**src/rtl/ld_st_ctrl_pkg.sv**
```systemverilog
// Shared definitions for the LD_ST register-bank controller: op encoding and FSM state type.
// Optional round-robin arbitration is selected with LD_ST_CTRL_RR_EN (see ld_st_rr_arbiter).
package ld_st_ctrl_pkg;

  typedef logic [1:0] op_t;

  localparam op_t OP_READ = 2'd0;
  localparam op_t OP_LOAD = 2'd1;
  localparam op_t OP_SET  = 2'd2;
  localparam op_t OP_CLR  = 2'd3;

  typedef enum logic [1:0] {
    StIdle  = 2'd0,
    StIssue = 2'd1,
    StAck   = 2'd2
  } state_e;

endpackage

```
**src/rtl/ld_st_bank_ctrl_if.sv**
```systemverilog
// Requester and bank-side signal bundle for ld_st_bank_ctrl.
// master = requesters plus bank read-back; slave = the controller.
interface ld_st_bank_ctrl_if #(
  parameter int unsigned N  = 4,
  parameter int unsigned M  = 4,
  parameter int unsigned AW = 2
) ();
  import ld_st_ctrl_pkg::*;

  logic           req_a;
  logic           req_b;
  op_t            op_a;
  op_t            op_b;
  logic [AW-1:0]  addr_a;
  logic [AW-1:0]  addr_b;
  logic [N-1:0]   data_a;
  logic [N-1:0]   data_b;
  logic           ack_a;
  logic           ack_b;
  logic           err;
  logic [N-1:0]   rdata;
  logic [M-1:0]   reg_ld_st;
  logic [M-1:0]   reg_set;
  logic [M-1:0]   reg_clr;
  logic [N-1:0]   reg_din;
  logic [M*N-1:0] reg_dout;

  modport master (
    output req_a, req_b, op_a, op_b, addr_a, addr_b, data_a, data_b, reg_dout,
    input  ack_a, ack_b, err, rdata, reg_ld_st, reg_set, reg_clr, reg_din
  );

  modport slave (
    input  req_a, req_b, op_a, op_b, addr_a, addr_b, data_a, data_b, reg_dout,
    output ack_a, ack_b, err, rdata, reg_ld_st, reg_set, reg_clr, reg_din
  );

endinterface

```
**src/rtl/ld_st_rr_arbiter.sv**
```systemverilog
// Two-input arbiter. With LD_ST_CTRL_RR_EN a one-bit pointer alternates tie winners;
// without it A has fixed priority and no state exists.
module ld_st_rr_arbiter (
`ifdef LD_ST_CTRL_RR_EN
  input  logic clk,
  input  logic clr,
  input  logic grant_en_i,
`endif
  input  logic req_a_i,
  input  logic req_b_i,
  output logic gnt_a_o,
  output logic gnt_b_o
);

`ifdef LD_ST_CTRL_RR_EN
  logic prefer_b_q, prefer_b_d;

  always_comb begin
    gnt_a_o    = req_a_i & (~req_b_i | ~prefer_b_q);
    gnt_b_o    = req_b_i & (~req_a_i | prefer_b_q);
    prefer_b_d = prefer_b_q;
    // After any grant, favour the side that was not just served.
    if (grant_en_i) begin
      prefer_b_d = gnt_a_o;
    end
  end

  always_ff @(posedge clk) begin
    if (clr) begin
      prefer_b_q <= 1'b0;
    end else begin
      prefer_b_q <= prefer_b_d;
    end
  end
`else
  always_comb begin
    gnt_a_o = req_a_i;
    gnt_b_o = req_b_i & ~req_a_i;
  end
`endif

endmodule

```
**src/rtl/ld_st_bank_ctrl.sv**
```systemverilog
// Sequences READ/LOAD/SET/CLR requests from two requesters into one-hot bank strobes.
// Tie policy depends on LD_ST_CTRL_RR_EN (round-robin when defined, A-first otherwise).
module ld_st_bank_ctrl #(
  parameter int unsigned N  = 4,
  parameter int unsigned M  = 4,
  parameter int unsigned AW = 2
) (
  input  logic              clk,
  input  logic              clr,
  ld_st_bank_ctrl_if.slave  bus_io
);
  import ld_st_ctrl_pkg::*;

  localparam logic [AW:0] NumRegs = (AW + 1)'(M);

  state_e        state_q, state_d;
  op_t           op_q, op_d;
  logic [AW-1:0] addr_q, addr_d;
  logic [N-1:0]  data_q, data_d;
  logic          win_b_q, win_b_d;

  logic [M-1:0]  reg_ld_st_q, reg_ld_st_d;
  logic [M-1:0]  reg_set_q, reg_set_d;
  logic [M-1:0]  reg_clr_q, reg_clr_d;
  logic [N-1:0]  reg_din_q, reg_din_d;
  logic          ack_a_q, ack_a_d;
  logic          ack_b_q, ack_b_d;
  logic          err_q, err_d;
  logic [N-1:0]  rdata_q, rdata_d;

  logic          gnt_a, gnt_b;
  logic          addr_ok;
  logic [M-1:0]  addr_onehot;
  logic [N-1:0]  sel_dout;

  ld_st_rr_arbiter u_arb (
`ifdef LD_ST_CTRL_RR_EN
    .clk        (clk),
    .clr        (clr),
    .grant_en_i ((state_q == StIdle) && (bus_io.req_a || bus_io.req_b)),
`endif
    .req_a_i    (bus_io.req_a),
    .req_b_i    (bus_io.req_b),
    .gnt_a_o    (gnt_a),
    .gnt_b_o    (gnt_b)
  );

  assign addr_ok = {1'b0, addr_q} < NumRegs;

  always_comb begin
    addr_onehot = '0;
    sel_dout    = '0;
    for (int i = 0; i < int'(M); i++) begin
      if (addr_q == AW'(i)) begin
        addr_onehot[i] = 1'b1;
        sel_dout       = bus_io.reg_dout[i*N +: N];
      end
    end
  end

  always_comb begin
    state_d     = state_q;
    op_d        = op_q;
    addr_d      = addr_q;
    data_d      = data_q;
    win_b_d     = win_b_q;
    reg_ld_st_d = '0;
    reg_set_d   = '0;
    reg_clr_d   = '0;
    reg_din_d   = reg_din_q;
    ack_a_d     = 1'b0;
    ack_b_d     = 1'b0;
    err_d       = 1'b0;
    rdata_d     = '0;

    unique case (state_q)
      StIdle: begin
        if (gnt_a || gnt_b) begin
          state_d = StIssue;
          win_b_d = gnt_b;
          op_d    = gnt_b ? bus_io.op_b   : bus_io.op_a;
          addr_d  = gnt_b ? bus_io.addr_b : bus_io.addr_a;
          data_d  = gnt_b ? bus_io.data_b : bus_io.data_a;
        end
      end
      StIssue: begin
        state_d   = StAck;
        reg_din_d = data_q;
        if (addr_ok) begin
          case (op_q)
            OP_LOAD: reg_ld_st_d = addr_onehot;
            OP_SET:  reg_set_d   = addr_onehot;
            OP_CLR:  reg_clr_d   = addr_onehot;
            default: ;
          endcase
        end
      end
      StAck: begin
        state_d = StIdle;
        ack_a_d = ~win_b_q;
        ack_b_d = win_b_q;
        err_d   = ~addr_ok;
        // Bank is stable here: the only write this op could cause is absent for READ.
        if (addr_ok && (op_q == OP_READ)) begin
          rdata_d = sel_dout;
        end
      end
      default: state_d = StIdle;
    endcase
  end

  always_ff @(posedge clk) begin
    if (clr) begin
      state_q     <= StIdle;
      op_q        <= OP_READ;
      addr_q      <= '0;
      data_q      <= '0;
      win_b_q     <= 1'b0;
      reg_ld_st_q <= '0;
      reg_set_q   <= '0;
      reg_clr_q   <= '0;
      reg_din_q   <= '0;
      ack_a_q     <= 1'b0;
      ack_b_q     <= 1'b0;
      err_q       <= 1'b0;
      rdata_q     <= '0;
    end else begin
      state_q     <= state_d;
      op_q        <= op_d;
      addr_q      <= addr_d;
      data_q      <= data_d;
      win_b_q     <= win_b_d;
      reg_ld_st_q <= reg_ld_st_d;
      reg_set_q   <= reg_set_d;
      reg_clr_q   <= reg_clr_d;
      reg_din_q   <= reg_din_d;
      ack_a_q     <= ack_a_d;
      ack_b_q     <= ack_b_d;
      err_q       <= err_d;
      rdata_q     <= rdata_d;
    end
  end

  assign bus_io.reg_ld_st = reg_ld_st_q;
  assign bus_io.reg_set   = reg_set_q;
  assign bus_io.reg_clr   = reg_clr_q;
  assign bus_io.reg_din   = reg_din_q;
  assign bus_io.ack_a     = ack_a_q;
  assign bus_io.ack_b     = ack_b_q;
  assign bus_io.err       = err_q;
  assign bus_io.rdata     = rdata_q;

endmodule
```
**src/flat_wrapper.sv**
```systemverilog
// flat-port wrapper written by rule: the top's interface ports become plain ports
module ld_st_bank_ctrl_flat import ld_st_ctrl_pkg::*;
#(
  parameter int unsigned N  = 4,
  parameter int unsigned M  = 4,
  parameter int unsigned AW = 2
)
  (clk, clr, bus_io_req_a, bus_io_req_b, bus_io_op_a, bus_io_op_b, bus_io_addr_a, bus_io_addr_b, bus_io_data_a, bus_io_data_b, bus_io_reg_dout, bus_io_ack_a, bus_io_ack_b, bus_io_err, bus_io_rdata, bus_io_reg_ld_st, bus_io_reg_set, bus_io_reg_clr, bus_io_reg_din);
  ld_st_bank_ctrl_if #(.N(N), .M(M), .AW(AW)) bus_io_i ();
  input  logic clk;
  input  logic clr;
  input wire logic [$bits(bus_io_i.req_a)-1:0] bus_io_req_a;
  input wire logic [$bits(bus_io_i.req_b)-1:0] bus_io_req_b;
  input wire logic [$bits(bus_io_i.op_a)-1:0] bus_io_op_a;
  input wire logic [$bits(bus_io_i.op_b)-1:0] bus_io_op_b;
  input wire logic [$bits(bus_io_i.addr_a)-1:0] bus_io_addr_a;
  input wire logic [$bits(bus_io_i.addr_b)-1:0] bus_io_addr_b;
  input wire logic [$bits(bus_io_i.data_a)-1:0] bus_io_data_a;
  input wire logic [$bits(bus_io_i.data_b)-1:0] bus_io_data_b;
  input wire logic [$bits(bus_io_i.reg_dout)-1:0] bus_io_reg_dout;
  output wire logic [$bits(bus_io_i.ack_a)-1:0] bus_io_ack_a;
  output wire logic [$bits(bus_io_i.ack_b)-1:0] bus_io_ack_b;
  output wire logic [$bits(bus_io_i.err)-1:0] bus_io_err;
  output wire logic [$bits(bus_io_i.rdata)-1:0] bus_io_rdata;
  output wire logic [$bits(bus_io_i.reg_ld_st)-1:0] bus_io_reg_ld_st;
  output wire logic [$bits(bus_io_i.reg_set)-1:0] bus_io_reg_set;
  output wire logic [$bits(bus_io_i.reg_clr)-1:0] bus_io_reg_clr;
  output wire logic [$bits(bus_io_i.reg_din)-1:0] bus_io_reg_din;
  assign bus_io_i.req_a = bus_io_req_a;
  assign bus_io_i.req_b = bus_io_req_b;
  assign bus_io_i.op_a = bus_io_op_a;
  assign bus_io_i.op_b = bus_io_op_b;
  assign bus_io_i.addr_a = bus_io_addr_a;
  assign bus_io_i.addr_b = bus_io_addr_b;
  assign bus_io_i.data_a = bus_io_data_a;
  assign bus_io_i.data_b = bus_io_data_b;
  assign bus_io_i.reg_dout = bus_io_reg_dout;
  assign bus_io_ack_a = bus_io_i.ack_a;
  assign bus_io_ack_b = bus_io_i.ack_b;
  assign bus_io_err = bus_io_i.err;
  assign bus_io_rdata = bus_io_i.rdata;
  assign bus_io_reg_ld_st = bus_io_i.reg_ld_st;
  assign bus_io_reg_set = bus_io_i.reg_set;
  assign bus_io_reg_clr = bus_io_i.reg_clr;
  assign bus_io_reg_din = bus_io_i.reg_din;
  ld_st_bank_ctrl #(.N(N), .M(M), .AW(AW)) u_core (.clk(clk), .clr(clr), .bus_io(bus_io_i));
endmodule
```
**config.mk**
```make
export PLATFORM = sky130hd
export DESIGN_NAME = ld_st_bank_ctrl_flat
export DESIGN_NICKNAME = d
export VERILOG_FILES = /design/src/rtl/ld_st_ctrl_pkg.sv /design/src/rtl/ld_st_bank_ctrl_if.sv /design/src/rtl/ld_st_rr_arbiter.sv /design/src/rtl/ld_st_bank_ctrl.sv /design/src/flat_wrapper.sv
export SDC_FILE = /design/constraint.sdc
export NUM_CORES = 1
export LEC_CHECK = 0
export ABC_AREA = 1
export CORE_MARGIN = 3
export CORE_UTILIZATION = 40
export CTS_CLUSTER_DIAMETER = 60
export CTS_CLUSTER_SIZE = 8
export DETAILED_ROUTE_END_ITERATION = 7
export DONT_BUFFER_PORTS = 1
export GPL_TIMING_DRIVEN = 0
export PLACE_DENSITY = 0.58
export SLEW_MARGIN = 20
export SYNTH_ARGS = -nofsm -noshare
export SYNTH_HDL_FRONTEND = slang
export SYNTH_SLANG_ARGS = --single-unit
```
**constraint.sdc**
```tcl
create_clock -name clk -period 1.45 [get_ports clk]
set_clock_uncertainty 0.15 [all_clocks]
set_input_delay 0.29 -clock clk [delete_from_list [all_inputs] [get_ports clk]]
set_output_delay 0.29 -clock clk [all_outputs]
set_load 0.01 [all_outputs]
```
* Yosys cells after proc, flatten, opt, wreduce, memory -nomap -nowiden
Cells that the tools add are included.
Operators by class: reduce and logical (&&, ||, !) cells 10, bitwise gates (word level) 9, eq/ne operators 9, mux-type cells 13
Operators with widths (number):
- $mux 4 | 5
- $reduce_or 3->1 | 4
- $eq 2x2->1 const B | 5
- $not 1->1 | 8
- $eq 2x1->1 const B | 3
- $logic_not 2->1 | 3
- $mux 2 | 3
- $mux 1 | 4
- $pmux 2 s2 | 1
- $ne 2x1->1 const B | 1
- $reduce_and 2->1 | 1
- $reduce_or 2->1 | 1
- $and 1x1->1 | 1
- $logic_or 1x1->1 | 1
Storage, ports and cells: register bits 33, logic and storage cells 53, output and inout bits 23

* Longest topological paths before layout
word-level depth 5, mapped depth 7, mapped depth without buffers 6

* Hierarchy
A second synthesis with hierarchy kept.
Second synthesis, totals: cells, all modules 200, area, all modules 1491.4 µm²
By module, submodules not included:
- ld_st_bank_ctrl | cells an instance 197, area an instance 1473.9 µm², seq. area each 660.6 µm², instances 1
- ld_st_rr_arbiter | cells an instance 3, area an instance 17.5 µm², seq. area each 0.0 µm², instances 1

* Worst setup path after synthesis
Ideal clock, no wire load.
kind input to register, start input port bus_io_req_a, end register u_core.addr_q[0], setup slack 369 ps, stages on the path 7, required time 1187 ps, path buffers 1, arrival time 818 ps, cell sequence buf_4 > inv_2 > nand2_4 > nand2_4 > nand2_1 > nand2_1 > nor2_1
On the way: cells in the longest elaborated chain, start to end 4, elaborated cells between the ends (all ways) 5, classes of those cells mux (1); bitwise (2); reduce/logical (2)
Ends and longest elaborated chain:
- from (decl) | RTL line flat_wrapper.sv:12 | input wire logic [$bits(bus_io_i.req_a)-1:0] bus_io_req_a;
- $not 1->1 | RTL line ld_st_rr_arbiter.sv:38 | gnt_b_o = req_b_i & ~req_a_i;
- $and 1x1->1 | RTL line ld_st_rr_arbiter.sv:38
- $logic_or 1x1->1 | RTL line ld_st_bank_ctrl.sv:78 | if (gnt_a || gnt_b) begin
- $reduce_and 2->1 (no line)
- to (signal assigned) | RTL line ld_st_bank_ctrl.sv:130 | addr_q <= addr_d;
- to (decl) | RTL line ld_st_bank_ctrl.sv:18 | logic [AW-1:0] addr_q, addr_d;
Parallel ways exist; a longest one is shown, timed or not. A chain may end at the register's enable or synchronous reset.

* Worst setup path in the final report
start register u_core.addr_q[0], end register u_core.rdata_q[0], in the netlist u_core.bus_io.rdata[0]
On the way: cells in the longest elaborated chain, start to end 5, elaborated cells between the ends (all ways) 8, classes of those cells eq/ne (3); mux (4); reduce/logical (1)
Ends and longest elaborated chain:
- $logic_not 2->1 | RTL line ld_st_bank_ctrl.sv:54 | if (addr_q == AW'(i)) begin
- $mux 4 (3 in a row) | RTL line ld_st_bank_ctrl.sv:54
- $mux 4 * | RTL line ld_st_bank_ctrl.sv:54
- to (signal assigned) | RTL line ld_st_bank_ctrl.sv:140 | rdata_q <= rdata_d;
- to (decl) | RTL line ld_st_bank_ctrl.sv:29 | logic [N-1:0] rdata_q, rdata_d;
Every way passes the cells marked *; elsewhere a longest branch is shown, timed or not.

==> key figures <==
CTS
  – Clock insertion delay at the later pin of the skew report: 0.34 ns
  – Post-CTS repair timing setup buffer count: 0
  – Maximum clock insertion buffer count: 2
  – H-tree Lvls: 2
  – Count of clock tree sinks: 33
  – Root Buffer: sky130_fd_sc_hd__clkbuf_4
  – CTS clock-pin slew for the worst setup and hold paths: 0.12 ns
  – Total clock buffers created by CTS: 5
  – Clock tree from TritonCTS: built

Synth
  – Largest area contributor in the netlist: sky130_fd_sc_hd__dfxtp_1
  – Synth Area per Inst: 7.07 um^2
  – Post-Synthesis Net Count: 241
  – Synthesized instance count: 205
  – Leading cell types by total area after synthesis: sky130_fd_sc_hd__dfxtp_1 46%, sky130_fd_sc_hd__nor2_1 15%, sky130_fd_sc_hd__nand2_1 11%
  – Count of distinct cell types in the synthesized netlist: 19
  – EDFF count, synth: 0
  – Async set-reset flop share out of synthesis: 0%
  – Count leader, synth: sky130_fd_sc_hd__nor2_1
  – Synthesis-stage register bit count: 33
  – Synthesized cell area: 1450 um^2
  – Most used standard cells in the synthesized netlist: 57 x sky130_fd_sc_hd__nor2_1, 43 x sky130_fd_sc_hd__nand2_1, 33 x sky130_fd_sc_hd__dfxtp_1, 24 x sky130_fd_sc_hd__inv_1, 15 x sky130_fd_sc_hd__nand3_1
  – Synth top area share: 45.6%
  – Sequential area share after synthesis: 45.6%
  – Most used flip-flop cell after synthesis: sky130_fd_sc_hd__dfxtp_1
  – Count of warnings emitted by yosys: 0

Critical path
  – Standard cell with the maximum stage delay on the critical path: sky130_fd_sc_hd__dfxtp_1
  – Critical R2R Capture: u_core.bus_io.rdata[0]$_SDFF_PP0_
  – CP most frequent cell: sky130_fd_sc_hd__nor2_1
  – Worst path top cell family by delay: simple AND/OR/NAND/NOR gates
  – R2r worst-path depth: 6
  – Reg2reg setup slack: 0.24 ns
  – R2r startpoint: u_core.addr_q[0]$_SDFFE_PP0P_
  – Setup crit start kind: flop
  – CP Capture Type: flop
  – Highest cell delay on the worst timing path: 0.32 ns
  – Ordered list of cells on the worst path: buf_2 > inv_1 > nand2_1 > nor2_1 > nor2_1 > nor2_1
  – Crit Path Class: reg -> reg
  – Critical-path maximum fanout: 10
  – Buffer and inverter count on the worst path: 2
  – CP Data Arrival Time: 1.31 ns
  – Endpoint required time on the critical path: 1.56 ns

Detailed routing
  – Detailed-route via count: 1183
  – Initial DRT Pass Iterations: 4
  – Iter 0 DRT Violations: 21
  – WL per Instance: 10.9 um
  – Overall routed net length: 2850 um
  – Number of nets still failing antenna checks after routing: 0
  – Mean number of vias per cell: 4.53
  – # DRC: 0

Die
  – Placeable core region: 3420 um^2
  – Io pins: 59
  – Initial core utilization: 42.4%
  – Overall die width: 66.2 um
  – Die area: 4380 um^2
  – Vertical extent of the die: 66.2 um
  – Row count: 21

Timing
  – Hold Violations, Final: 0
  – Crit share post-route: 83.3%
  – Setup Total Neg Slack: 0 ns
  – Setup violation total in the final timing report: 0
  – Upper clock frequency limit: 828 MHz
  – Count of final max-slew check failures: 0
  – Min Tclk post-route: 1.21 ns
  – Setup repair after global routing missed its margin: no

Place
  – Number of port buffers: 0
  – Cell total after placement: 251
  – Gpl congestion: 0.743
  – Placed wire-length estimate: 2250 um

Pwr
  – Peak ir drop on the vdd network: 568 uV
  – Total leakage power: 0.805 nW
  – Power per cell area: 1310 nW/um^2

Finish
  – Syn-to-layout area delta: 12.6%
  – Final Net Count: 250
  – Non-filler cells in the finished layout: 261
  – Share of cells above drive strength 1: 14.9%
  – Count of inserted antenna diode cells: 0

Global routing
  – GRT Overall Usage: 13.9%
  – Via count of the first global-routing pass: 1106
  – Residual overflow from global routing: 0
  – Global-route wire length before repair: 4540 um
  – Maximum number of pins on one net before global-route repair: 12
  – Antenna violations before repair: 0

Hold path
  – Worst hold endpoint: u_core.bus_io.rdata[3]$_SDFF_PP0_
  – Instance count along the most critical hold path: 3
  – Class of the worst hold path: in -> reg
  – Min-Delay Startpoint: bus_io_reg_dout[11]

Run status
  – Result of the run: finished, final reports clean

Run
  – Max-cap violations: 0
## flip-flops by register name, indices dropped and copies added, names as in the netlist
register	flops
u_core.bus_io.rdata	4
u_core.bus_io.reg_clr	4
u_core.bus_io.reg_din	4
u_core.bus_io.reg_ld_st	4
u_core.bus_io.reg_set	4
u_core.data_q	4
u_core.addr_q	2
u_core.op_q	2
u_core.state_q	2
u_core.bus_io.ack_a	1
u_core.bus_io.ack_b	1
u_core.win_b_q	1
## worst register-to-register path, stage by stage, from the launching register on
cell	delay [ns]
sky130_fd_sc_hd__dfxtp_1	0.32
sky130_fd_sc_hd__buf_2	0.20
sky130_fd_sc_hd__inv_1	0.10
sky130_fd_sc_hd__nand2_1	0.14
sky130_fd_sc_hd__nor2_1	0.06
sky130_fd_sc_hd__nor2_1	0.10
sky130_fd_sc_hd__nor2_1	0.04
## where the power goes
| part | internal (W) | switching, W |
|---|---|---|
| combinational | 0.000102 | 0.000195 |
| sequential | 0.000953 | 0.0000419 |
| clock | 0.000534 | 0.000320 |
## worst max path at each step
stage / cells past startpoint / endpoint / startpoint / slack, ns
after floorplan: 7 / u_core.addr_q[0]$_SDFFE_PP0P_ / bus_io_req_a / 0.37
after global placement: 6 / u_core.bus_io.rdata[0]$_SDFF_PP0_ / u_core.addr_q[0]$_SDFFE_PP0P_ / 0.28
after detailed placement: 6 / u_core.bus_io.rdata[0]$_SDFF_PP0_ / u_core.addr_q[0]$_SDFFE_PP0P_ / 0.27
after CTS: 5 / u_core.bus_io.reg_din[0]$_SDFFE_PP0N_ / clr / 0.10
after global routing: 6 / u_core.bus_io.rdata[0]$_SDFF_PP0_ / u_core.addr_q[0]$_SDFFE_PP0P_ / 0.09
final: 6 / u_core.bus_io.rdata[0]$_SDFF_PP0_ / u_core.addr_q[0]$_SDFFE_PP0P_ / 0.24
## layer usage
metal | up-vias | wire [um] | part of all wire (%) | GRT usage [%]
li1 | 625 | - | - | -
met5 | - | 0 | 0 | 0
met1 | 510 | 1290 | 45 | 15.6
met4 | 0 | 51 | 1.8 | 7.87
met3 | 6 | 228 | 8.0 | 5.44
met2 | 42 | 1280 | 45 | 22.1
## cell usage in the layout, fill, tap and decap left out
cell,Yosys,layout
sky130_fd_sc_hd__a21oi_1,1,1
sky130_fd_sc_hd__inv_1,24,24
sky130_fd_sc_hd__clkinv_2,0,1
sky130_fd_sc_hd__nand2_4,3,3
sky130_fd_sc_hd__nand3_1,15,15
sky130_fd_sc_hd__dfxtp_1,33,33
sky130_fd_sc_hd__nor2_4,1,1
sky130_fd_sc_hd__nand2_1,43,43
sky130_fd_sc_hd__buf_2,3,3
sky130_fd_sc_hd__nor2_8,1,1
sky130_fd_sc_hd__nor2_1,57,57
sky130_fd_sc_hd__o21ai_0,2,2
sky130_fd_sc_hd__dlymetal6s4s_1,0,1
sky130_fd_sc_hd__o21ai_1,3,3
sky130_fd_sc_hd__clkbuf_4,0,5
sky130_fd_sc_hd__o21a_1,2,2
sky130_fd_sc_hd__dlygate4sd3_1,0,1
sky130_fd_sc_hd__nor2_2,2,2
sky130_fd_sc_hd__inv_2,7,7
sky130_fd_sc_hd__bufinv_16,0,2
sky130_fd_sc_hd__buf_4,2,2
sky130_fd_sc_hd__conb_1,1,1
sky130_fd_sc_hd__nand3_4,3,3
sky130_fd_sc_hd__nand2_2,2,2
## stage by stage
| stage | setup WS, ns | hold slack (ns) | cell area, um^2 | total power (W) | util, % |
|---|---|---|---|---|---|
| floorplan | 0.369 | 0.212 | 1450 | 0.00125 | - |
| global placement | 0.276 | 0.215 | 1510 | 0.00130 | 44.1 |
| detailed placement | 0.265 | 0.216 | 1510 | 0.00131 | 44.1 |
| CTS | 0.104 | 0.00185 | 1630 | 0.00216 | 47.7 |
| global route | 0.0867 | 0.0208 | 1630 | 0.00224 | 47.8 |
| finish | 0.243 | 0.0107 | 1630 | 0.00215 | 47.8 |
## kinds of logic (layout without fill, tap and decap cells)
group                  after synthesis  after routing  share of synthesized area [%]
AO/OA/AOI/OAI                        8              8                           3.11
buffers and inverters               36             46                           10.1
flip-flops                          33             33                           45.6
other                                1              1                          0.259
AND/OR/NAND/NOR                    127            127                           40.9
## timing repair
| action | in CTS | in global routing |
|---|---|---|
| resized for setup | 0 | 1 |
| setup endpoints to repair | 0 | 1 |
| hold buffers | 2 | 0 |
| endpoints found under the hold margin | 22 | 0 |
## final cells by class
cell class,instances,area (um^2)
fillers,357,1780
flip-flops and latches,33,661
multi-input cells,136,642
inverters,31,116
clock inverters,3,65.1
well taps,46,57.6
clock buffers,5,37.5
plain buffers,5,30.0
repair buffers,2,22.5
Note: power is estimated with default switching activity, not from simulation.
